### config.mk
export PLATFORM = sky130hd
export DESIGN_NAME = sprite_blitter
export DESIGN_NICKNAME = d
export VERILOG_FILES = /design/src/rtl/sprite_blitter.sv
export SDC_FILE = /design/constraint.sdc
export NUM_CORES = 1
export LEC_CHECK = 0
export BUFFER_PORTS_ARGS = -buffer_cell sky130_fd_sc_hd__buf_2
export CAP_MARGIN = 0
export CELL_PAD_IN_SITES_DETAIL_PLACEMENT = 1
export CELL_PAD_IN_SITES_GLOBAL_PLACEMENT = 2
export CORE_MARGIN = 2
export CORE_UTILIZATION = 29
export DETAILED_ROUTE_END_ITERATION = 12
export GPL_TIMING_DRIVEN = 0
export PLACE_DENSITY = 0.8
export SLEW_MARGIN = 20
export SYNTH_ARGS = -nofsm -noshare
export SYNTH_HDL_FRONTEND = slang
export SYNTH_SLANG_ARGS = --single-unit
### constraint.sdc
create_clock -name clk -period 2.04 [get_ports clk]
set_clock_uncertainty 0.15 [all_clocks]
set_input_delay 0.102 -clock clk [delete_from_list [all_inputs] [get_ports clk]]
set_output_delay 0.102 -clock clk [all_outputs]
set_load 0.01 [all_outputs]
### src/rtl/sprite_blitter.sv
// sprite_blitter: reads an 8-pixel-wide sprite one row at a time from a
// synchronous ROM and emits one pixel per cycle (x, y, colour, plot) to the VGA
// stage. Each row costs 10 cycles: FETCH, LATCH and 8 DRAW cycles.
//
// Handshake: start is a single-cycle command strobe. It is sampled only in IDLE.
// While busy is high, start is ignored and nothing is queued. done pulses for
// exactly one cycle, in the last busy cycle.
module sprite_blitter #(
    parameter int ROWS        = 8,
    parameter bit TRANSPARENT = 1'b0
) (
    input  logic       clk,
    input  logic       reset,
    input  logic       start,
    input  logic [7:0] x0,
    input  logic [6:0] y0,
    input  logic [1:0] sprite,
    output logic [4:0] mem_addr,
    input  logic [7:0] mem_data,
    output logic [7:0] x,
    output logic [6:0] y,
    output logic       colour,
    output logic       plot,
    output logic       busy,
    output logic       done,
    output logic [2:0] state_o
);

    localparam int RW = (ROWS > 1) ? $clog2(ROWS) : 1;

    typedef enum logic [2:0] {
        S_IDLE  = 3'd0,
        S_FETCH = 3'd1,
        S_LATCH = 3'd2,
        S_DRAW  = 3'd3,
        S_DONE  = 3'd4
    } state_t;

    state_t        state_q;
    logic [RW-1:0] row_q;
    logic [2:0]    col_q;
    logic [7:0]    rowreg_q;
    logic [7:0]    x0_q;
    logic [6:0]    y0_q;
    logic [1:0]    spr_q;
    logic [4:0]    mem_addr_q;
    logic [7:0]    x_q;
    logic [6:0]    y_q;
    logic          colour_q;
    logic          plot_q;
    logic          busy_q;
    logic          done_q;

    logic          pix_d;
    logic [RW-1:0] row_d;
    logic [7:0]    x_d;

    // Row address into the ROM: sprite*ROWS + row, truncated to the 5-bit bus.
    function automatic logic [4:0] row_addr(input logic [1:0] spr, input logic [RW-1:0] r);
        logic [31:0] a;
        a = 32'(spr) * 32'(ROWS) + 32'(r);
        return a[4:0];
    endfunction

    // Next-pixel values while stepping through a row (MSB is the leftmost pixel).
    always_comb begin
        pix_d = rowreg_q[3'd6 - col_q];
        row_d = RW'(row_q + 1'b1);
        x_d   = x0_q + {5'd0, col_q} + 8'd1;
    end

    // Main control FSM; every output is a register updated here.
    always_ff @(posedge clk) begin
        if (reset) begin
            state_q    <= S_IDLE;
            row_q      <= '0;
            col_q      <= '0;
            rowreg_q   <= '0;
            x0_q       <= '0;
            y0_q       <= '0;
            spr_q      <= '0;
            mem_addr_q <= '0;
            x_q        <= '0;
            y_q        <= '0;
            colour_q   <= 1'b0;
            plot_q     <= 1'b0;
            busy_q     <= 1'b0;
            done_q     <= 1'b0;
        end else begin
            case (state_q)
                S_IDLE: begin
                    if (start) begin
                        x0_q       <= x0;
                        y0_q       <= y0;
                        spr_q      <= sprite;
                        row_q      <= '0;
                        col_q      <= '0;
                        mem_addr_q <= row_addr(sprite, '0);
                        busy_q     <= 1'b1;
                        state_q    <= S_FETCH;
                    end
                end
                S_FETCH: begin
                    // ROM samples mem_addr at the end of this cycle.
                    state_q <= S_LATCH;
                end
                S_LATCH: begin
                    // ROM data is valid now; first pixel of the row goes out next cycle.
                    rowreg_q <= mem_data;
                    col_q    <= '0;
                    colour_q <= mem_data[7];
                    plot_q   <= TRANSPARENT ? mem_data[7] : 1'b1;
                    x_q      <= x0_q;
                    y_q      <= y0_q + 7'(row_q);
                    state_q  <= S_DRAW;
                end
                S_DRAW: begin
                    if (col_q == 3'd7) begin
                        colour_q <= 1'b0;
                        plot_q   <= 1'b0;
                        if (row_q == RW'(ROWS - 1)) begin
                            done_q  <= 1'b1;
                            state_q <= S_DONE;
                        end else begin
                            row_q      <= row_d;
                            mem_addr_q <= row_addr(spr_q, row_d);
                            state_q    <= S_FETCH;
                        end
                    end else begin
                        col_q    <= col_q + 3'd1;
                        colour_q <= pix_d;
                        plot_q   <= TRANSPARENT ? pix_d : 1'b1;
                        x_q      <= x_d;
                    end
                end
                S_DONE: begin
                    done_q  <= 1'b0;
                    busy_q  <= 1'b0;
                    state_q <= S_IDLE;
                end
                default: begin
                    state_q <= S_IDLE;
                end
            endcase
        end
    end

    assign mem_addr = mem_addr_q;
    assign x        = x_q;
    assign y        = y_q;
    assign colour   = colour_q;
    assign plot     = plot_q;
    assign busy     = busy_q;
    assign done     = done_q;
    assign state_o  = state_q;

endmodule

[After elaboration in Yosys (flattened, before gate mapping)]
Cells that the tools add are included.
Storage, ports and cells
  register bits after elaboration: 58
  word-level logic and storage cells: 73
  input bits: 28
Cells by class
  reduce and logical (&&, ||, !) cells: 13
  $lt $le $gt $ge: 1
  equality and inequality tests: 11
  add/subtract/negate cells: 7
  mux-type cells: 27
Operators by type and width (count)
  $mux W3: 7
  $pmux W8 S2: 1
  $mux W5: 3
  $pmux W3 S4: 1
  $ne A2 B2 Y1 const B: 5
  $pmux W5 S2: 1
  $eq A3 B3 Y1 const B: 3
  $pmux W3 S3: 1
  $add A8 B1 Y8 const B: 1
  $add A8 B3 Y8: 1
  $mux W8: 1
  $pmux W1 S2: 4
  $reduce_and A2 Y1: 4
  $reduce_bool A2 Y1: 4
  $add A7 B3 Y7: 1
  $add A3 B1 Y3 const B: 2
  $eq A3 B2 Y1 const B: 2
  $mux W1: 6
  $pmux W3 S2: 1
  $reduce_and A3 Y1: 2
  $add A5 B3 Y5: 1
  $lt A3 B4 Y1 const B: 1
  $reduce_and A4 Y1: 1
  $bmux W1 S3: 1
  other kinds (4): 4

[Depth between registers and ports, before layout]
Gate-level depths: netlist of the first run.
  word-level depth: 5
  mapped depth: 7
  depth with buffers taken out: 7

[Worst setup path before layout of the first run]
OpenSTA, ideal clock, no wires.
  kind: register to register
  from: reg col_q[0]
  to: reg x_q[6], in the netlist x[6]
  data arrival time: 1727 ps
  data required time: 1804 ps
  stages on the path, launching flop included: 8
  setup slack: 77 ps
  path buffers: 0
  setup time: 86 ps
  cell sequence: dfxtp_1 inv_1 ha_1 fa_1 nor2b_1 o211ai_2 xor2_1 a211oi_1
On the way
  word-level cells in the longest chain between the ends: 4
  elaborated cells between the ends (all ways): 7
  those cells by class: add/sub: 2; eq/ne: 2; mux: 2; reduce/logical: 1
Ends and longest elaborated chain
  from (decl): RTL line 41  | logic [2:0] col_q;
  from (signal assigned): RTL line 130  | col_q <= col_q + 3'd1;
  $add A8 B3 Y8: RTL line 69  | x_d = x0_q + {5'd0, col_q} + 8'd1;
  $add A8 B1 Y8: RTL line 69
  $mux W8: RTL line 118  | if (col_q == 3'd7) begin
  $pmux W8 S2: RTL line 90  | case (state_q)
  to (signal assigned): RTL line 113  | x_q <= x0_q;
  to (decl): RTL line 47  | logic [7:0] x_q;
Several ways; a longest one is shown, not always the timed one. The select of a mux whose other input is x is not followed.
A chain may end at the register's enable or synchronous reset.

[Worst setup path after layout of the first run]
  from: reg row_q[0]
  to: reg mem_addr_q[2], in the netlist mem_addr[2]
On the way
  word-level cells in the longest chain between the ends: 5
  elaborated cells between the ends (all ways): 8
  those cells by class: add/sub: 2; eq/ne: 2; mux: 3; reduce/logical: 1
Ends and longest elaborated chain
  from (decl): RTL line 40  | logic [RW-1:0] row_q;
  from (signal assigned): RTL line 125  | row_q <= row_d;
  $add A3 B1 Y3: RTL line 68  | row_d = RW'(row_q + 1'b1);
  $add A5 B3 Y5: RTL line 61  | a = 32'(spr) * 32'(ROWS) + 32'(r);
  $mux W5: RTL line 121  | if (row_q == RW'(ROWS - 1)) begin
  $mux W5: RTL line 118
  $pmux W5 S2: RTL line 90
  to (signal assigned): RTL line 98  | mem_addr_q <= row_addr(sprite, '0);
  to (signal assigned): RTL line 126  | mem_addr_q <= row_addr(spr_q, row_d);
  to (decl): RTL line 46  | logic [4:0] mem_addr_q;
Several ways; a longest one is shown, not always the timed one. The select of a mux whose other input is x is not followed.

==> results of run 1 <==
==> critical path, stage by stage (launching register included) <==
cell	delay [ns]
dfxtp_1	0.38
ha_1	0.23
ha_1	0.21
nand4b_1	0.25
buf_4	0.20
a21oi_2	0.22
nand2b_1	0.14
a21oi_1	0.05
==> cell type report <==
cell class / instances / area (um^2)
fill: 1068 / 5300
multi-input combinational: 218 / 1400
sequential: 55 / 1110
timing repair buffer: 81 / 538
tap: 108 / 135
buffer: 16 / 83.8
clock buffer: 6 / 82.6
inverter: 9 / 33.8
clock inverter: 1 / 5.00
==> cell families (layout without fill, tap and decap cells) <==
group / after synthesis / after routing / share of synthesized area
xor gates and xnor gates: 8 / 8 / 0.0272
buffers and inverters: 25 / 113 / 0.0456
DFF: 55 / 55 / 0.427
muxes: 4 / 4 / 0.0252
and+or+nand+nor: 121 / 121 / 0.221
AOI/OAI and AO/OA: 71 / 72 / 0.185
adders and majority gates: 13 / 13 / 0.0689
==> timing repair <==
| item | CTS | global route |
|---|---|---|
| pin swaps | 0 | 2 |
| endpoints found under the hold margin | 29 | 0 |
| resized for setup | 2 | 8 |
| hold buffers | 26 | 0 |
| cloned | 0 | 1 |
| setup buffers | 0 | 1 |
| endpoints found under the setup margin | 10 | 15 |
==> power breakdown <==
group / total (mW) / internal (mW) / switching, mW
clock network: 0.630 / 0.268 / 0.362
registers: 1.19 / 1.14 / 0.0493
logic: 0.421 / 0.185 / 0.236
==> through the flow <==
step	power (mW)	setup TNS (ns)	instances
after detailed placement	1.60	-0.671	459
after CTS	2.26	-0.0252	492
after global placement	1.59	-0.317	459
final	2.24	0	494
after global routing	2.36	0	494
after floorplan	1.45	0	297
==> cells in the mapped netlist, drive strengths merged, types with 3 or more instances <==
cell type   n  area share
o211ai      4       0.016
a211oi      9       0.028
a311oi      4       0.014
nor2b       3      0.0073
nand4b      3       0.010
nand2b      6       0.015
nand3b      3       0.014
inv         9       0.013
a22oi       3      0.0087
buf         8       0.021
nand2      65       0.095
xnor2       6       0.020
dfxtp      55        0.43
nor2       23       0.036
o21ai       4      0.0078
clkbuf      8       0.012
nand3       4      0.0078
ha         11       0.053
a21oi      41       0.085
==> routing by layer <==
metal  up-vias  part of all wire
li1       1201                 -
met1      1122              0.46
met2        39              0.49
met3         8             0.033
met4         0             0.016
met5         -                 0
==> worst max path at each step <==
stage | depth (start not counted) | slack (ns) | endpoint
floorplan | 7 | 0.08 | x[6]
global placement | 7 | -0.12 | x[6]
detailed placement | 7 | -0.17 | x[6]
CTS | 6 | -0.03 | x[0]
global route | 7 | 0.01 | x[4]
finish | 7 | 0.08 | mem_addr[2]
==> state kept, by name (all words and copies together), names as in the netlist <==
signal	flops
rowreg_q	8
x0_q	8
x	8
y0_q	7
y	7
col_q	3
mem_addr	3
state_o	3
row_q	2
spr_q	2
busy	1
colour	1
done	1
plot	1
==> flow_metrics.py, run 1 <==
metrics = {
    "power_and_ir_drop": {
        "powerDensity_nw_per_um2": 663,
        "p_leak_nw": 1.40,
        "peakVddDrop_v": 0.000276,
    },
    "place": {
        "pre_cts_slack_ns": -0.168,
        "finalWeightedCongestion": 0.782,
        "dpl_cell_area_um2": 2990,
        "hpwl_um": 5310,
        "io_buffers": 54,
    },
    "clock_network": {
        "clock_sinks": 55,
        "insertion_delay_ns": 0.32,
        "cts-root-buf": "clkbuf_8",
        "cts.path.max_buffers": 2,
        "cts-buffers-inserted": 5,
        "path_clk_slew_ns": 0.09,
        "h-tree-depth": 2,
        "tritoncts": "done",
    },
    "global_routing": {
        "antenna_found_initial": 0,
        "grt_max_degree": 16,
        "grt_usage": 0.155,
        "top_usage_layer": "met2",
        "overflow": 0,
        "met2_usage": 0.269,
        "grt_pass1_vias": 2380,
        "grt_util_met3": 0.0322,
        "use_met1": 0.191,
        "grt_first_pass_wirelength_um": 11900,
    },
    "sta": {
        "slew_headroom": 0.558,
        "rsz0062_at_grt": "false",
        "finalSetupViolations": 0,
        "hold_violations": 0,
        "worst_pin_slew_ns": 0.662,
        "drv_slew": 0,
        "min_period_ns": 1.96,
        "whs_ns": 0.0416,
        "finalCritPeriodShare": 0.959,
        "fin_ws_ns": 0.0836,
        "fmax_mhz": 511,
    },
    "detailed_routing": {
        "drc_errors": 0,
        "wl_per_cell_um": 15.1,
        "drtIter0Drc": 45,
        "dr.pass1.iters": 4,
        "routed_via_density": 4.80,
        "vias": 2370,
        "final_antenna_net_count": 0,
        "routed_wl_um": 7450,
    },
    "floorplan": {
        "num_rows": 34,
        "die_area_um2": 9670,
        "die_height_um": 98.3,
        "core-area_um2": 8680,
        "io_pins": 55,
        "dieWidth_um": 98.3,
        "start_util": 0.297,
    },
    "cells_and_area": {
        "final_cell_mix": "nand2_1 (65), buf_2 (58), dfxtp_1 (53), a21oi_1 (37), dlygate4sd3_1 (26)",
        "final_common_cell": "nand2_1",
        "drive_gt1_frac": 0.231,
        "nNetsFinal": 427,
        "num_antenna_cells": 0,
        "final_util": 0.390,
        "syn_to_final_growth_pct": 31.1,
        "design_area_um2": 3380,
    },
    "critical_path": {
        "worst_ep_required_time_ns": 2.07,
        "critPathLaunch": "row_q[0]",
        "arrival_ns": 1.98,
        "critPathKind": "reg -> reg",
        "r2r-end": "mem_addr[2]",
        "worst_r2r_startpoint": "row_q[0]",
        "crit_path_end_kind": "register",
        "cp-start-kind": "register",
        "cp_max_fo": 5,
        "r2r_cells": 7,
        "rrSetupSlack_ns": 0.08,
    },
    "worst_hold_path": {
        "hp-start": "start",
        "hp-class": "in -> reg",
        "holdPathEnd": "state_o[0]",
        "hold_depth": 3,
    },
    "synth": {
        "synthCells": 297,
        "syn-mean-instance-area_um2": 8.69,
        "syn-cell-area_um2": 2580,
        "synthArstFlopShare": 0,
        "synth_ff_type": "dfxtp_1",
        "synth_fp_nets": 338,
        "yosysWarnings": 0,
        "synth_cell_type_count": 46,
        "ys_seq_area_frac": 0.427,
        "synth-seq-cells": 55,
        "synth_edf_count": 0,
    },
    "flow_run": {
        "cap_violations": 0,
    },
    "outcome": {
        "status": "completed",
    },
}
Note: power is estimated with default switching activity, not from simulation.
==> run 2: changes to the inputs <==
--- a/config.mk
+++ b/config.mk
@@ -12,8 +12,9 @@
 export CORE_MARGIN = 2
 export CORE_UTILIZATION = 29
 export DETAILED_ROUTE_END_ITERATION = 12
-export GPL_TIMING_DRIVEN = 0
+export GPL_TIMING_DRIVEN = 1
 export PLACE_DENSITY = 0.8
+export SETUP_SLACK_MARGIN = 0.1
 export SLEW_MARGIN = 20
 export SYNTH_ARGS = -nofsm -noshare
 export SYNTH_HDL_FRONTEND = slang
==> run 2 against run 1 <==
Net effect:
- register-to-register slack improved by 0.09 ns
- setup slack improved by 0.090 ns
- cell count fell by 0.40%
- critical path type unchanged
- largest cell class unchanged
- highest routed layer unchanged
==> flow_metrics.py, run 2 (synthesis gave the netlist of run 1 again) <==
metrics = {
    "outcome": {
        "status": "completed",
    },
    "cells_and_area": {
        "num_antenna_cells": 0,
        "drive_gt1_frac": 0.258,
        "nFillCells": 1056,
        "final_util": 0.394,
        "final_common_cell": "nand2_1",
        "stdcell_count": 492,
        "nNetsFinal": 425,
        "final_cell_mix": "nand2_1 (65), buf_2 (54), dfxtp_1 (52), a21oi_1 (37), dlygate4sd3_1 (25)",
        "multiInputGateArea_um2": 1400,
        "regArea_um2": 1110,
        "syn_to_final_growth_pct": 32.7,
    },
    "global_routing": {
        "antenna_found_initial": 0,
        "overflow": 0,
        "grt_pass1_vias": 2441,
        "grt_usage": 0.147,
        "grt_first_pass_wirelength_um": 11600,
        "grt_max_degree": 32,
    },
    "sta": {
        "setup_tns_ns": 0,
        "drv_slew": 0,
        "worst_pin_slew_ns": 0.545,
        "finalCritPeriodShare": 0.915,
        "hold_violations": 0,
        "slew_headroom": 0.637,
        "whs_ns": 0.0597,
        "rsz0062_at_grt": "true",
        "finalSetupViolations": 0,
        "fin_ws_ns": 0.174,
        "fmax_mhz": 536,
        "min_period_ns": 1.87,
    },
    "place": {
        "io_buffers": 54,
        "hpwl_um": 4950,
        "dp_cells": 457,
        "finalWeightedCongestion": 0.822,
        "pre_cts_slack_ns": 0.122,
    },
    "clock_network": {
        "h-tree-depth": 2,
        "path_clk_slew_ns": 0.09,
        "cts-buffers-inserted": 5,
        "cts.path.max_buffers": 2,
        "clock_sinks": 55,
        "tritoncts": "done",
        "insertion_delay_ns": 0.30,
        "cts-root-buf": "clkbuf_8",
    },
    "worst_hold_path": {
        "hp-class": "in -> reg",
    },
    "floorplan": {
        "num_rows": 34,
        "core-area_um2": 8680,
        "start_util": 0.297,
        "io_pins": 55,
        "die_height_um": 98.3,
        "dieWidth_um": 98.3,
        "die_area_um2": 9670,
    },
    "critical_path": {
        "arrival_ns": 1.91,
        "rrSetupSlack_ns": 0.17,
        "critPathLaunch": "row_q[0]",
        "worst_ep_required_time_ns": 2.08,
        "crit_path_end_kind": "register",
        "cp_max_fo": 8,
        "cp-start-kind": "register",
        "critPathCapture": "mem_addr[2]",
        "r2r-end": "mem_addr[2]",
        "critPathKind": "reg -> reg",
        "worst_r2r_startpoint": "row_q[0]",
        "r2r_cells": 7,
    },
    "power_and_ir_drop": {
        "p_leak_nw": 1.43,
        "peakVddDrop_v": 0.000258,
        "powerDensity_nw_per_um2": 652,
    },
    "flow_run": {
        "cap_violations": 0,
    },
    "detailed_routing": {
        "routed_wl_um": 6940,
        "drc_errors": 0,
        "final_antenna_net_count": 0,
        "dr.pass1.iters": 4,
        "drtIter0Drc": 54,
        "vias": 2359,
        "wl_per_cell_um": 14.1,
        "routed_via_density": 4.79,
    },
}
==> run 2: changes by cell type in the layout (fill, tap and decap cells not counted) <==
cell,delta
a21oi_4,-1
buf_12,+1
buf_2,-4
buf_4,+12
buf_6,-1
clkbuf_1,-8
dfxtp_1,-1
dfxtp_2,+1
dlygate4sd3_1,-1
ha_1,-1
ha_4,+1
nor3_1,-1
nor3_2,+1
==> run 2: worst min path at each step <==
stage | start | end | slack, ns | cells after the start
2_1_floorplan | mem_data[0] | rowreg_q[0] | 0.09 | 2
3_3_place_gp | mem_data[5] | rowreg_q[5] | 0.19 | 3
3_5_place_dp | y0[0] | y0_q[0] | 0.20 | 3
4_1_cts | start | state_o[0] | 0.05 | 3
5_1_grt | start | state_o[0] | 0.1 | 3
6_report | start | state_o[0] | 0.06 | 3
==> run 2: cell type report <==
| class | instances | area share |
|---|---|---|
| clock buffers | 6 | 0.0241 |
| repair buffers | 96 | 0.193 |
| well taps | 108 | 0.0395 |
| clock inverters | 1 | 0.00146 |
| multi-input cells | 217 | 0.409 |
| inverters | 9 | 0.00987 |
| flip-flops and latches | 55 | 0.323 |
==> run 2: repair_timing <==
item,4_1_cts,5_1_grt
setup buffers,0,3
endpoints found under the hold margin,28,0
hold buffers,25,0
gates resized for setup,3,8
pin swaps,0,6
setup endpoints to repair,3,13
==> run 2: critical path, cell delays in order, from the launching register on <==
cell	delay, ns
dfxtp_4	0.37
ha_1	0.21
ha_2	0.18
nand4b_1	0.23
a21oi_4	0.31
buf_4	0.17
nand2b_1	0.09
a21oi_1	0.05
==> run 2: metrics by stage <==
| stage | power, mW | instance area [um^2] |
|---|---|---|
| 3_3_place_gp | 1.59 | 3020 |
| 4_1_cts | 2.25 | 3370 |
| 2_1_floorplan | 1.45 | 2580 |
| 6_report | 2.23 | 3420 |
| 5_1_grt | 2.36 | 3420 |
| 3_5_place_dp | 1.60 | 3020 |
==> run 2: routing by layer <==
metal,track usage,share of wire
met1,0.184,0.44
met2,0.261,0.51
met3,0.0286,0.040
met4,0.0358,0.0052
met5,0,0
==> run 2: power by group <==
part	internal [mW]	switching (mW)	total (mW)
Combinational	0.200	0.221	0.421
Clock	0.268	0.343	0.611
Sequential	1.14	0.0584	1.20
Total	1.61	0.622	2.23
==> run 3: changes to the inputs <==
--- a/config.mk
+++ b/config.mk
@@ -10,7 +10,7 @@
 export CELL_PAD_IN_SITES_DETAIL_PLACEMENT = 1
 export CELL_PAD_IN_SITES_GLOBAL_PLACEMENT = 2
 export CORE_MARGIN = 2
-export CORE_UTILIZATION = 29
+export CORE_UTILIZATION = 30
 export DETAILED_ROUTE_END_ITERATION = 12
 export GPL_TIMING_DRIVEN = 1
 export PLACE_DENSITY = 0.8
==> constraint.sdc (replaced) <==
create_clock -name clk -period 2.1 [get_ports clk]
set_clock_uncertainty 0.15 [all_clocks]
set_input_delay 0.105 -clock clk [delete_from_list [all_inputs] [get_ports clk]]
set_output_delay 0.105 -clock clk [all_outputs]
set_load 0.01 [all_outputs]
==> run 3 against run 2 <==
Net effect:
- via count is the same
- sequential share of layout area is essentially flat
- sequential power is essentially flat
- power grew 2.9%
- die area shrank 3.2%
- non-clock buffer count shrank 5
- first-iteration DRC count grew 24%
- count of clock-buffer cells in the layout is the same
- largest cell class unchanged
- setup slack gained 0.023 ns
- wire length grew 0.65%
- largest power group unchanged
- global-route usage grew 0.24 points
- cell count shrank 1.2%
==> flow_metrics.py, run 3 (synthesis gave the netlist of run 1 again) <==
metrics = {
    "outcome": {
        "status": "completed",
    },
    "detailed_routing": {
        "drc_errors": 0,
        "drtIter0Drc": 67,
        "vias": 2359,
        "wl_per_cell_um": 14.4,
        "routed_wl_um": 6990,
        "final_antenna_net_count": 0,
        "dr.pass1.iters": 4,
        "routed_via_density": 4.85,
    },
    "global_routing": {
        "grt_first_pass_wirelength_um": 11600,
        "grt_pass1_vias": 2379,
        "antenna_found_initial": 0,
        "grt_usage": 0.150,
        "grt_max_degree": 34,
        "overflow": 0,
    },
    "cells_and_area": {
        "final_common_cell": "nand2_1",
        "multiInputGateArea_um2": 1400,
        "drive_gt1_frac": 0.252,
        "regArea_um2": 1110,
        "final_cell_mix": "nand2_1 (65), buf_2 (54), dfxtp_1 (50), a21oi_1 (37), dlygate4sd3_1 (25)",
        "nFillCells": 979,
        "syn_to_final_growth_pct": 32.8,
        "final_util": 0.415,
        "num_antenna_cells": 0,
        "nNetsFinal": 421,
    },
    "clock_network": {
        "insertion_delay_ns": 0.31,
        "h-tree-depth": 2,
        "clock_sinks": 55,
        "tritoncts": "done",
        "cts-root-buf": "clkbuf_8",
        "path_clk_slew_ns": 0.10,
        "cts-buffers-inserted": 5,
        "cts.path.max_buffers": 2,
    },
    "critical_path": {
        "cp_max_fo": 6,
        "arrival_ns": 1.96,
        "critPathKind": "reg -> reg",
        "worst_ep_required_time_ns": 2.16,
        "cp-start-kind": "register",
        "crit_path_end_kind": "register",
    },
    "power_and_ir_drop": {
        "p_leak_nw": 1.42,
        "seqPwrFrac": 0.509,
        "p_int_mw": 1.68,
        "p_sw_frac": 0.267,
        "power_switching_mw": 0.614,
        "power_frac_comb": 0.172,
        "peakVddDrop_v": 0.000312,
        "powerDensity_nw_per_um2": 670,
        "p_clk_frac": 0.319,
    },
    "sta": {
        "whs_ns": 0.0669,
        "setup_tns_ns": 0,
        "hold_violations": 0,
        "slew_headroom": 0.595,
        "finalCritPeriodShare": 0.907,
        "min_period_ns": 1.90,
        "rsz0062_at_grt": "true",
        "finalSetupViolations": 0,
        "worst_pin_slew_ns": 0.607,
        "fmax_mhz": 525,
        "drv_slew": 0,
    },
    "flow_run": {
        "cap_violations": 0,
    },
    "floorplan": {
        "die_height_um": 96.7,
        "core-area_um2": 8260,
        "io_pins": 55,
        "num_rows": 33,
        "start_util": 0.312,
        "dieWidth_um": 96.7,
        "die_area_um2": 9360,
    },
    "place": {
        "finalWeightedCongestion": 0.799,
        "io_buffers": 54,
        "hpwl_um": 4730,
    },
    "worst_hold_path": {
        "hp-class": "in -> reg",
    },
}
## run 3: area by class of cell
cell class	count	area share
multi-input cells	218	0.409
inverters	9	0.00986
clock buffers	6	0.0241
repair buffers	91	0.186
well taps	105	0.0383
clock inverters	2	0.0102
flip-flops and latches	55	0.323
## run 3: critical path: stages, from the launching register on
cell and delay [ns]:
dfxtp_1 0.34, buf_4 0.17, ha_4 0.14, ha_2 0.21
nand4b_1 0.20, buf_4 0.21, a21oi_2 0.19, nand2b_1 0.13
a21oi_1 0.05
## run 3: power groups by stage
stage / Clock [mW] / Sequential [mW] / Combinational [mW]
6_report: 0.733 / 1.17 / 0.396
2_1_floorplan: 0 / 1.19 / 0.220
3_5_place_dp: 0 / 1.19 / 0.356
3_3_place_gp: 0 / 1.19 / 0.348
4_1_cts: 0.768 / 1.17 / 0.396
5_1_grt: 0.805 / 1.18 / 0.445
## run 3: path summary, 6_finish.rpt
check / startpoint / end / slack [ns] / cells after the start
setup / recovery: col_q[0] / row_q[1] / 0.20 / 8
hold reg to reg: x0_q[7] / x0_q[7] / 0.31 / 2
hold / removal: start / state_o[0] / 0.07 / 3
setup reg to reg: col_q[0] / row_q[1] / 0.20 / 8
## run 3: what timing repair did
| action | CTS | global route |
|---|---|---|
| setup buffers | 0 | 1 |
| endpoints found under the setup margin | 1 | 13 |
| endpoints found under the hold margin | 28 | 0 |
| gates cloned | 0 | 1 |
| hold buffers | 25 | 0 |
| pin swaps | 0 | 3 |
| resized for setup | 1 | 10 |
## run 3: metrics by stage
step | setup slack, ns | power (mW) | instances | area (um^2)
after global routing | 0.0733 | 2.43 | 486 | 3430
final | 0.196 | 2.30 | 486 | 3430
after CTS | 0.0996 | 2.33 | 484 | 3390
after detailed placement | 0.117 | 1.55 | 451 | 3010
after global placement | 0.168 | 1.54 | 451 | 3010
after floorplan | 0.137 | 1.41 | 297 | 2580
## run 3: metal layers
layer	GRT usage	up-vias	share of wire
li1	-	1192	-
met1	0.184	1128	0.46
met2	0.263	34	0.50
met3	0.0325	5	0.033
met4	0.0423	0	0.012
met5	0	-	0
